## config.mk

```make
export PLATFORM = sky130hd
export DESIGN_NAME = icache_direct_flat
export DESIGN_NICKNAME = d
export VERILOG_FILES = /design/src/rtl/icache_direct_if.sv /design/src/rtl/icache_direct.sv /design/src/flat_wrapper.sv
export SDC_FILE = /design/constraint.sdc
export NUM_CORES = 2
export LEC_CHECK = 0
export ABC_CLOCK_PERIOD_IN_PS = 13000
export CORE_ASPECT_RATIO = 1.1
export CORE_MARGIN = 8
export CORE_UTILIZATION = 55
export CTS_CLUSTER_SIZE = 16
export DETAILED_ROUTE_END_ITERATION = 10
export DONT_BUFFER_PORTS = 1
export PLACE_DENSITY = 0.7
export SLEW_MARGIN = 15
export SYNTH_ARGS = -nofsm -noshare
export SYNTH_HDL_FRONTEND = slang
export SYNTH_SLANG_ARGS = --single-unit
```

## constraint.sdc

```tcl
create_clock -name CLK -period 13 [get_ports CLK]
set_input_delay 2.6 -clock CLK [delete_from_list [all_inputs] [get_ports CLK]]
set_output_delay 2.6 -clock CLK [all_outputs]
set_load 0.005 [all_outputs]
```

## src/rtl/icache_direct_if.sv

```systemverilog
// Fetch-side and fill-side signals of the direct-mapped instruction cache.
// The cache side uses the slave modport; the environment (datapath plus
// memory controller) uses the master modport.
interface icache_direct_if;
    logic        imemREN;
    logic [31:0] imemaddr;
    logic        icache_flush;
    logic        ihit;
    logic [31:0] imemload;
    logic        iREN;
    logic [31:0] iaddr;
    logic        iwait;
    logic [31:0] iload;
    logic [15:0] hit_count;
    logic [15:0] miss_count;

    modport master (
        output imemREN, imemaddr, icache_flush, iwait, iload,
        input  ihit, imemload, iREN, iaddr, hit_count, miss_count
    );

    modport slave (
        input  imemREN, imemaddr, icache_flush, iwait, iload,
        output ihit, imemload, iREN, iaddr, hit_count, miss_count
    );
endinterface

```

## src/rtl/icache_direct.sv

```systemverilog
// Direct-mapped, read-only instruction cache with one-word frames.
// Hits are answered combinationally; a miss issues a single-word fill and
// waits for the controller to drop iwait. Flush clears every valid bit and
// abandons any fill in progress. Hit/miss counters saturate at 16'hFFFF.
module icache_direct #(
    parameter int FRAMES = 16
) (
    input logic            CLK,
    input logic            RST,
    icache_direct_if.slave bus
);
    localparam int IDX_W = $clog2(FRAMES);
    localparam int TAG_W = 30 - IDX_W;

    typedef enum logic {IDLE, FILL} state_t;

    state_t            state;
    state_t            state_next;
    logic [FRAMES-1:0] valid;
    logic [TAG_W-1:0]  tags [FRAMES];
    logic [31:0]       data [FRAMES];
    logic [31:0]       miss_addr;
    logic [15:0]       hit_cnt;
    logic [15:0]       miss_cnt;

    logic [IDX_W-1:0]  idx;
    logic [TAG_W-1:0]  tag;
    logic [IDX_W-1:0]  miss_idx;
    logic [TAG_W-1:0]  miss_tag;
    logic              lookup_hit;
    logic              hit;
    logic              ren;
    logic              start_miss;
    logic              fill_done;

    function automatic logic [15:0] sat_inc(input logic [15:0] v);
        return (v == 16'hFFFF) ? v : v + 16'd1;
    endfunction

    assign idx        = bus.imemaddr[IDX_W+1:2];
    assign tag        = bus.imemaddr[31:IDX_W+2];
    assign miss_idx   = miss_addr[IDX_W+1:2];
    assign miss_tag   = miss_addr[31:IDX_W+2];
    assign lookup_hit = valid[idx] && (tags[idx] == tag);

    assign bus.ihit       = hit;
    assign bus.imemload   = data[idx];
    assign bus.iREN       = ren;
    assign bus.iaddr      = miss_addr;
    assign bus.hit_count  = hit_cnt;
    assign bus.miss_count = miss_cnt;

    // Next-state and handshake decode; flush overrides hits, misses and fill completion.
    always_comb begin
        state_next = state;
        hit        = 1'b0;
        ren        = 1'b0;
        start_miss = 1'b0;
        fill_done  = 1'b0;
        case (state)
            IDLE: begin
                hit = bus.imemREN && lookup_hit && !bus.icache_flush;
                if (bus.imemREN && !lookup_hit && !bus.icache_flush) begin
                    start_miss = 1'b1;
                    state_next = FILL;
                end
            end
            FILL: begin
                ren = 1'b1;
                if (bus.icache_flush) begin
                    state_next = IDLE;
                end else if (!bus.iwait) begin
                    fill_done  = 1'b1;
                    state_next = IDLE;
                end
            end
            default: state_next = IDLE;
        endcase
    end

    // State, frame array, miss address and counters.
    always_ff @(posedge CLK) begin
        if (RST) begin
            state     <= IDLE;
            valid     <= '0;
            tags      <= '{default: '0};
            data      <= '{default: '0};
            miss_addr <= '0;
            hit_cnt   <= '0;
            miss_cnt  <= '0;
        end else begin
            state <= state_next;
            if (bus.icache_flush) begin
                valid <= '0;
            end else if (fill_done) begin
                valid[miss_idx] <= 1'b1;
                tags[miss_idx]  <= miss_tag;
                data[miss_idx]  <= bus.iload;
            end
            if (start_miss) begin
                miss_addr <= {bus.imemaddr[31:2], 2'b00};
                miss_cnt  <= sat_inc(miss_cnt);
            end
            if (hit) begin
                hit_cnt <= sat_inc(hit_cnt);
            end
        end
    end
endmodule

```

## src/flat_wrapper.sv

```systemverilog
// flat-port wrapper written by rule: the top's interface ports become plain ports
module icache_direct_flat 
#(
    parameter int FRAMES = 16
)
  (CLK, RST, bus_imemREN, bus_imemaddr, bus_icache_flush, bus_iwait, bus_iload, bus_ihit, bus_imemload, bus_iREN, bus_iaddr, bus_hit_count, bus_miss_count);
  icache_direct_if bus_i ();
  input logic CLK;
  input logic RST;
  input wire logic [$bits(bus_i.imemREN)-1:0] bus_imemREN;
  input wire logic [$bits(bus_i.imemaddr)-1:0] bus_imemaddr;
  input wire logic [$bits(bus_i.icache_flush)-1:0] bus_icache_flush;
  input wire logic [$bits(bus_i.iwait)-1:0] bus_iwait;
  input wire logic [$bits(bus_i.iload)-1:0] bus_iload;
  output wire logic [$bits(bus_i.ihit)-1:0] bus_ihit;
  output wire logic [$bits(bus_i.imemload)-1:0] bus_imemload;
  output wire logic [$bits(bus_i.iREN)-1:0] bus_iREN;
  output wire logic [$bits(bus_i.iaddr)-1:0] bus_iaddr;
  output wire logic [$bits(bus_i.hit_count)-1:0] bus_hit_count;
  output wire logic [$bits(bus_i.miss_count)-1:0] bus_miss_count;
  assign bus_i.imemREN = bus_imemREN;
  assign bus_i.imemaddr = bus_imemaddr;
  assign bus_i.icache_flush = bus_icache_flush;
  assign bus_i.iwait = bus_iwait;
  assign bus_i.iload = bus_iload;
  assign bus_ihit = bus_i.ihit;
  assign bus_imemload = bus_i.imemload;
  assign bus_iREN = bus_i.iREN;
  assign bus_iaddr = bus_i.iaddr;
  assign bus_hit_count = bus_i.hit_count;
  assign bus_miss_count = bus_i.miss_count;
  icache_direct #(.FRAMES(FRAMES)) u_core (.CLK(CLK), .RST(RST), .bus(bus_i));
endmodule
```

**Word level (Yosys, flattened, before mapping)**

Cells that the tools add are included.

- Order comparisons: 6
- Mux-type cells: 26
- Eq/ne operators: 3
- Bitwise gates (word level): 7
- $add $sub $neg: 2
- Reductions and logical operators: 13

Operators by type and width:

| cell | number |
|---|---|
| $bwmux 512 | 1 |
| $bwmux 416 | 1 |
| $bmux 32 s4 | 1 |
| $demux 32 s4 | 1 |
| $bmux 26 s4 | 1 |
| $demux 26 s4 | 1 |
| $mux 32 | 3 |
| $mux 26 | 3 |
| $add 16x1->16 const B | 2 |
| $eq 16x16->1 const B | 2 |
| $eq 26x26->1 | 1 |
| $or 16x16->16 | 1 |
| $mux 1 | 11 |
| $ge 5x5->1 const B | 2 |
| $lt 4x5->1 const B | 2 |
| $not 4->5 | 2 |
| $logic_and 1x1->1 | 7 |
| $reduce_and 2->1 | 3 |
| $lt 5x1->1 const B | 1 |
| $bmux 1 s4 | 1 |
| $demux 1 s4 | 1 |
| $ge 4x1->1 const B | 1 |
| $not 1->1 | 4 |
| $logic_not 1->1 | 2 |
| 2 further kinds | 2 |

- Logic and storage cells: 94
- Input port bits: 69
- Bits in registers: 1007

**Depth between registers and ports, before layout**

- Word-level depth: 12
- Gate-level depth with buffers: 16
- Mapped depth without buffers: 9

**Worst setup path after synthesis**

No wires, ideal clock.

- Path kind: input to output
- From: in bus_imemaddr[2]
- To: out bus_imemload[23]
- Data arrival time: 5.522 ns
- Stages on the path: 9
- Path buffers: 7
- Slack: 4.878 ns
- Cells stage by stage: buf_6 buf_6 buf_6 buf_6 buf_2 buf_1 clkbuf_1 mux4_2 mux4_2

- Cells in the longest elaborated chain, start to end: 4

Ends and longest elaborated chain:

| item | RTL line | source |
|---|---|---|
| from (decl) | flat_wrapper.sv:11 | `input wire logic [$bits(bus_i.imemaddr)-1:0] bus_imemaddr;` |
| $not 4->5 (not written as such) | icache_direct.sv:47 | `assign bus.imemload = data[idx];` |
| $bmux 32 s4 | icache_direct.sv:47 |  |
| $mux 32 (not written as such) (2 in a row) | icache_direct.sv:47 |  |
| to (decl) | flat_wrapper.sv:16 | `output wire logic [$bits(bus_i.imemload)-1:0] bus_imemload;` |

Every way passes these cells. The select of a mux whose other input is x is not followed.

**Final worst setup path**

- From: in bus_imemaddr[5]
- To: out bus_ihit

- Cells in the longest elaborated chain, start to end: 9

Ends and longest elaborated chain:

| item | RTL line | source |
|---|---|---|
| $not 4->5 (not written as such) | icache_direct.sv:44 | `assign lookup_hit = valid[idx] && (tags[idx] == tag);` |
| $bmux 26 s4 | icache_direct.sv:44 |  |
| $mux 26 (not written as such) (2 in a row) | icache_direct.sv:44 |  |
| $eq 26x26->1 | icache_direct.sv:44 |  |
| $logic_and 1x1->1 (*) | icache_direct.sv:44 |  |
| $logic_and 1x1->1 (*) (2 in a row) | icache_direct.sv:62 | `hit = bus.imemREN && lookup_hit && !bus.icache_flush;` |
| $mux 1 (*) | icache_direct.sv:60 | `case (state)` |
| to (decl) | flat_wrapper.sv:15 | `output wire logic [$bits(bus_i.ihit)-1:0] bus_ihit;` |

Mark *: on every way between the ends. The rest lies on a longest branch, timed or not. The select of a mux whose other input is x is not followed.

==> reports/results.txt <==
Main flop type after synthesis = dfxtp_1
Critical-path top delay cell = buf_4
Flops & latches, synth = 1007
Initial DRC count = 4367
Leading cell types in the layout, fill and taps excluded = nand2_1, dfxtp_1, a21oi_1, mux4_2, mux2i_1
Vias in the first global route = 34594
Minimum clock period after layout = 8.572 ns
Io pins = 167
RR Startpoint = u_core.state$_SDFF_PP0_
Worst-path maximum fanout = 60
CP arrival = 5.97 ns
Leakage power = 0.01497 uW
TritonRoute pass-1 iters = 6
Clk buf depth = 3
Worst R2R End = u_core.tags[74]$_SDFFE_PP0P_
Die W = 283.7 um
Slew headroom = -191.2%
Nets = 4852
Antenna-violating nets left = 0
Largest net degree at the start of global routing = 967
DRC = 0
Clk_lat worst skew = 0.69 ns
Final wirelength = 137900 um
Slew @ Worst Pin = 4.368 ns
Hold Startpoint = u_core.tags[173]$_SDFFE_PP0P_
CTS clk-pin slew, worst paths = 0.06 ns
Status = finished with violations
Fraction of final layout cells sized beyond drive strength 1 = 10.08%
Hold Vio Cnt, Final = 0
Num rows = 108
Syn_area_per_cell = 8.415 um2
Asr flop ratio synth = 0%
CP endpoint kind = output pin
Antenna Cells = 0
GP Congestion = 0.8164
HPWL after DPL = 69790 um
Most common cell after layout, fill and taps aside = nand2_1
FF-to-FF setup slack = 9.02 ns
Die H = 310.5 um
Final Power = 6284 uW
Clock Sinks = 1007
Number of synthesized flops with an enable pin = 0
Root buf cell = clkbuf_16
Yosys warns = 0
Final period utilization = 65.94%
Cell Chain, Critical Path = clkinv_2, buf_4, mux2i_1, mux2i_1, xor2_1, a2111o_1, nor4_4, nor4b_2
Capture point of the worst path = bus_ihit
Fin Clk Skew = 0.02653 ns
Hold Worst Slack = 0.4499 ns
Synthesized cell area = 43350 um2
Crit path top cell by count = mux2i_1
Fraction of the yosys area taken by sequential cells = 46.50%
Starting Density = 55.22%
Failing checks = max-slew violations
Post-CTS setup buffer count = 0
Setup TNS = 0 ns
Max_cap viols = 0
Post_cts resized = 0
Grt ovf = 0
Die ar. = 88080 um2
Fmax = 116.7 MHz
Count of different cell masters after synthesis = 72
VDD IR max = 0.1134 mV
Pwr Density = 134.9 nW/um2
Setup crit start kind = input port
HP Class = reg -> reg
First-pass GRT wire length = 208100 um
CTS tree = built
CP required = 10.40 ns
Via count = 36452
Crit path launch = bus_imemaddr[5]
Core area = 78510 um2
PortBufs = 0
Setup repair after global routing missed its margin = no
CP max stage delay = 0.68 ns
Wire per inst = 23.35 um
WS Path Type = in -> out
Slew Viols, Final = 839
All-layer global routing usage = 30.10%
Layout area overhead = 7.460%
Cells after Synth = 5152
CTS Hold Bufs = 0
Worst Reg-to-Reg Cells = 6
Vias per cell = 6.174
Initial antenna violation count = 0
H-tree depth = 3
Total CTS buffers = 103
Setup Viol. Count Final = 0
==> worst min path at each step <==
stage / end / depth (start not counted)
floorplan: u_core.tags[325]$_SDFFE_PP0P_ / 2
global placement: u_core.data[348]$_SDFFE_PP0P_ / 2
detailed placement: u_core.tags[24]$_SDFFE_PP0P_ / 2
CTS: u_core.tags[173]$_SDFFE_PP0P_ / 2
global route: u_core.data[430]$_SDFFE_PP0P_ / 2
finish: u_core.tags[173]$_SDFFE_PP0P_ / 2
==> cell usage after synthesis, drive strengths merged, types with 3 or more instances <==
cell     instances  share of area, %
nand4b           3             0.061
a22oi           23              0.40
a31oi            3             0.043
a211oi           5             0.087
xor2            15              0.30
nor2            41              0.36
buf             79               1.0
o31ai            8              0.14
o41ai            4             0.098
or2              3             0.043
o22ai            5             0.072
a22o             3             0.061
and4             3             0.061
a221oi           7              0.18
or4              8              0.14
inv              9             0.078
mux4           232                12
a2111oi          4             0.084
mux2i          124               2.9
o21ai           19              0.22
xnor2           17              0.34
nand3           27              0.31
dfxtp         1007                46
and3             9              0.13
clkbuf         437               3.8
nor4             8              0.16
or3             22              0.32
nand4            9              0.13
nand2b           9              0.13
nor3            14              0.16
nor3b            4             0.069
nand2         1955                17
mux2            15              0.39
o21a            17              0.29
and2             4             0.058
a21oi          953                11
nor2b           19              0.27
==> kinds of logic (layout without fill, tap and decap cells) <==
kind of cell | Yosys count | count (layout) | synth area share (%)
compound gates | 1066 | 1066 | 12.99
xor+xnor | 32 | 32 | 0.6465
fa+ha+maj | 2 | 2 | 0.05771
buf+inv | 525 | 231 | 4.898
flops | 1007 | 1007 | 46.50
mux | 371 | 371 | 15.30
other cells | 1 | 2 | 0.008650
simple gates | 2148 | 2148 | 19.60
==> report_power, final <==
part | total, uW | internal, uW | leakage [uW] | switching (uW)
logic | 120 | 66.2 | 0.00515 | 54.3
registers | 3120 | 3090 | 0.00811 | 30.3
clock network | 3040 | 1770 | 0.00171 | 1270
==> metrics by stage <==
step           instance area, um2  instances  util, %  worst slack, ns
3_5_place_dp                43130       5721    54.94            4.433
3_3_place_gp                43130       5721    54.94            4.440
4_1_cts                     46590       5904    59.34            4.431
2_1_floorplan               43360       5153        -            4.878
5_1_grt                     46590       5904    59.34            4.302
6_report                    46590       5904    59.34            4.428
==> final cells by class <==
type / count / area (um2)
inverters: 9 / 35.03
fillers: 6834 / 31920
well taps: 1045 / 1308
clock buffers: 146 / 2980
repair buffers: 39 / 292.8
flip-flops and latches: 1007 / 20160
clock inverters: 37 / 474.2
multi-input cells: 3621 / 21340
==> registers in the layout (all words and copies together) (netlist names) <==
register / count
u_core.data: 512
u_core.valid: 16
u_core.bus.hit_count: 16
u_core.bus.miss_count: 16
u_core.state: 1
u_core.tags: 416
u_core.bus.iaddr: 30
==> worst max-delay path: cells and delay by family <==
family | cells | cell delay [ns]
muxes | 2 | 0.62
and+or+nand+nor | 2 | 1.05
AOI/OAI and AO/OA | 1 | 0.36
xor gates and xnor gates | 1 | 0.16
buffers and inverters | 2 | 1.12
==> metal layers <==
metal | global-route usage, % | routed length, um | share of wire, %
met1 | 39.45 | 53680 | 39
met2 | 49.83 | 65260 | 47
met3 | 5.249 | 13750 | 10
met4 | 11.53 | 5165 | 3.7
met5 | 0 | 0 | 0
Power figures use the tool's default switching activity.
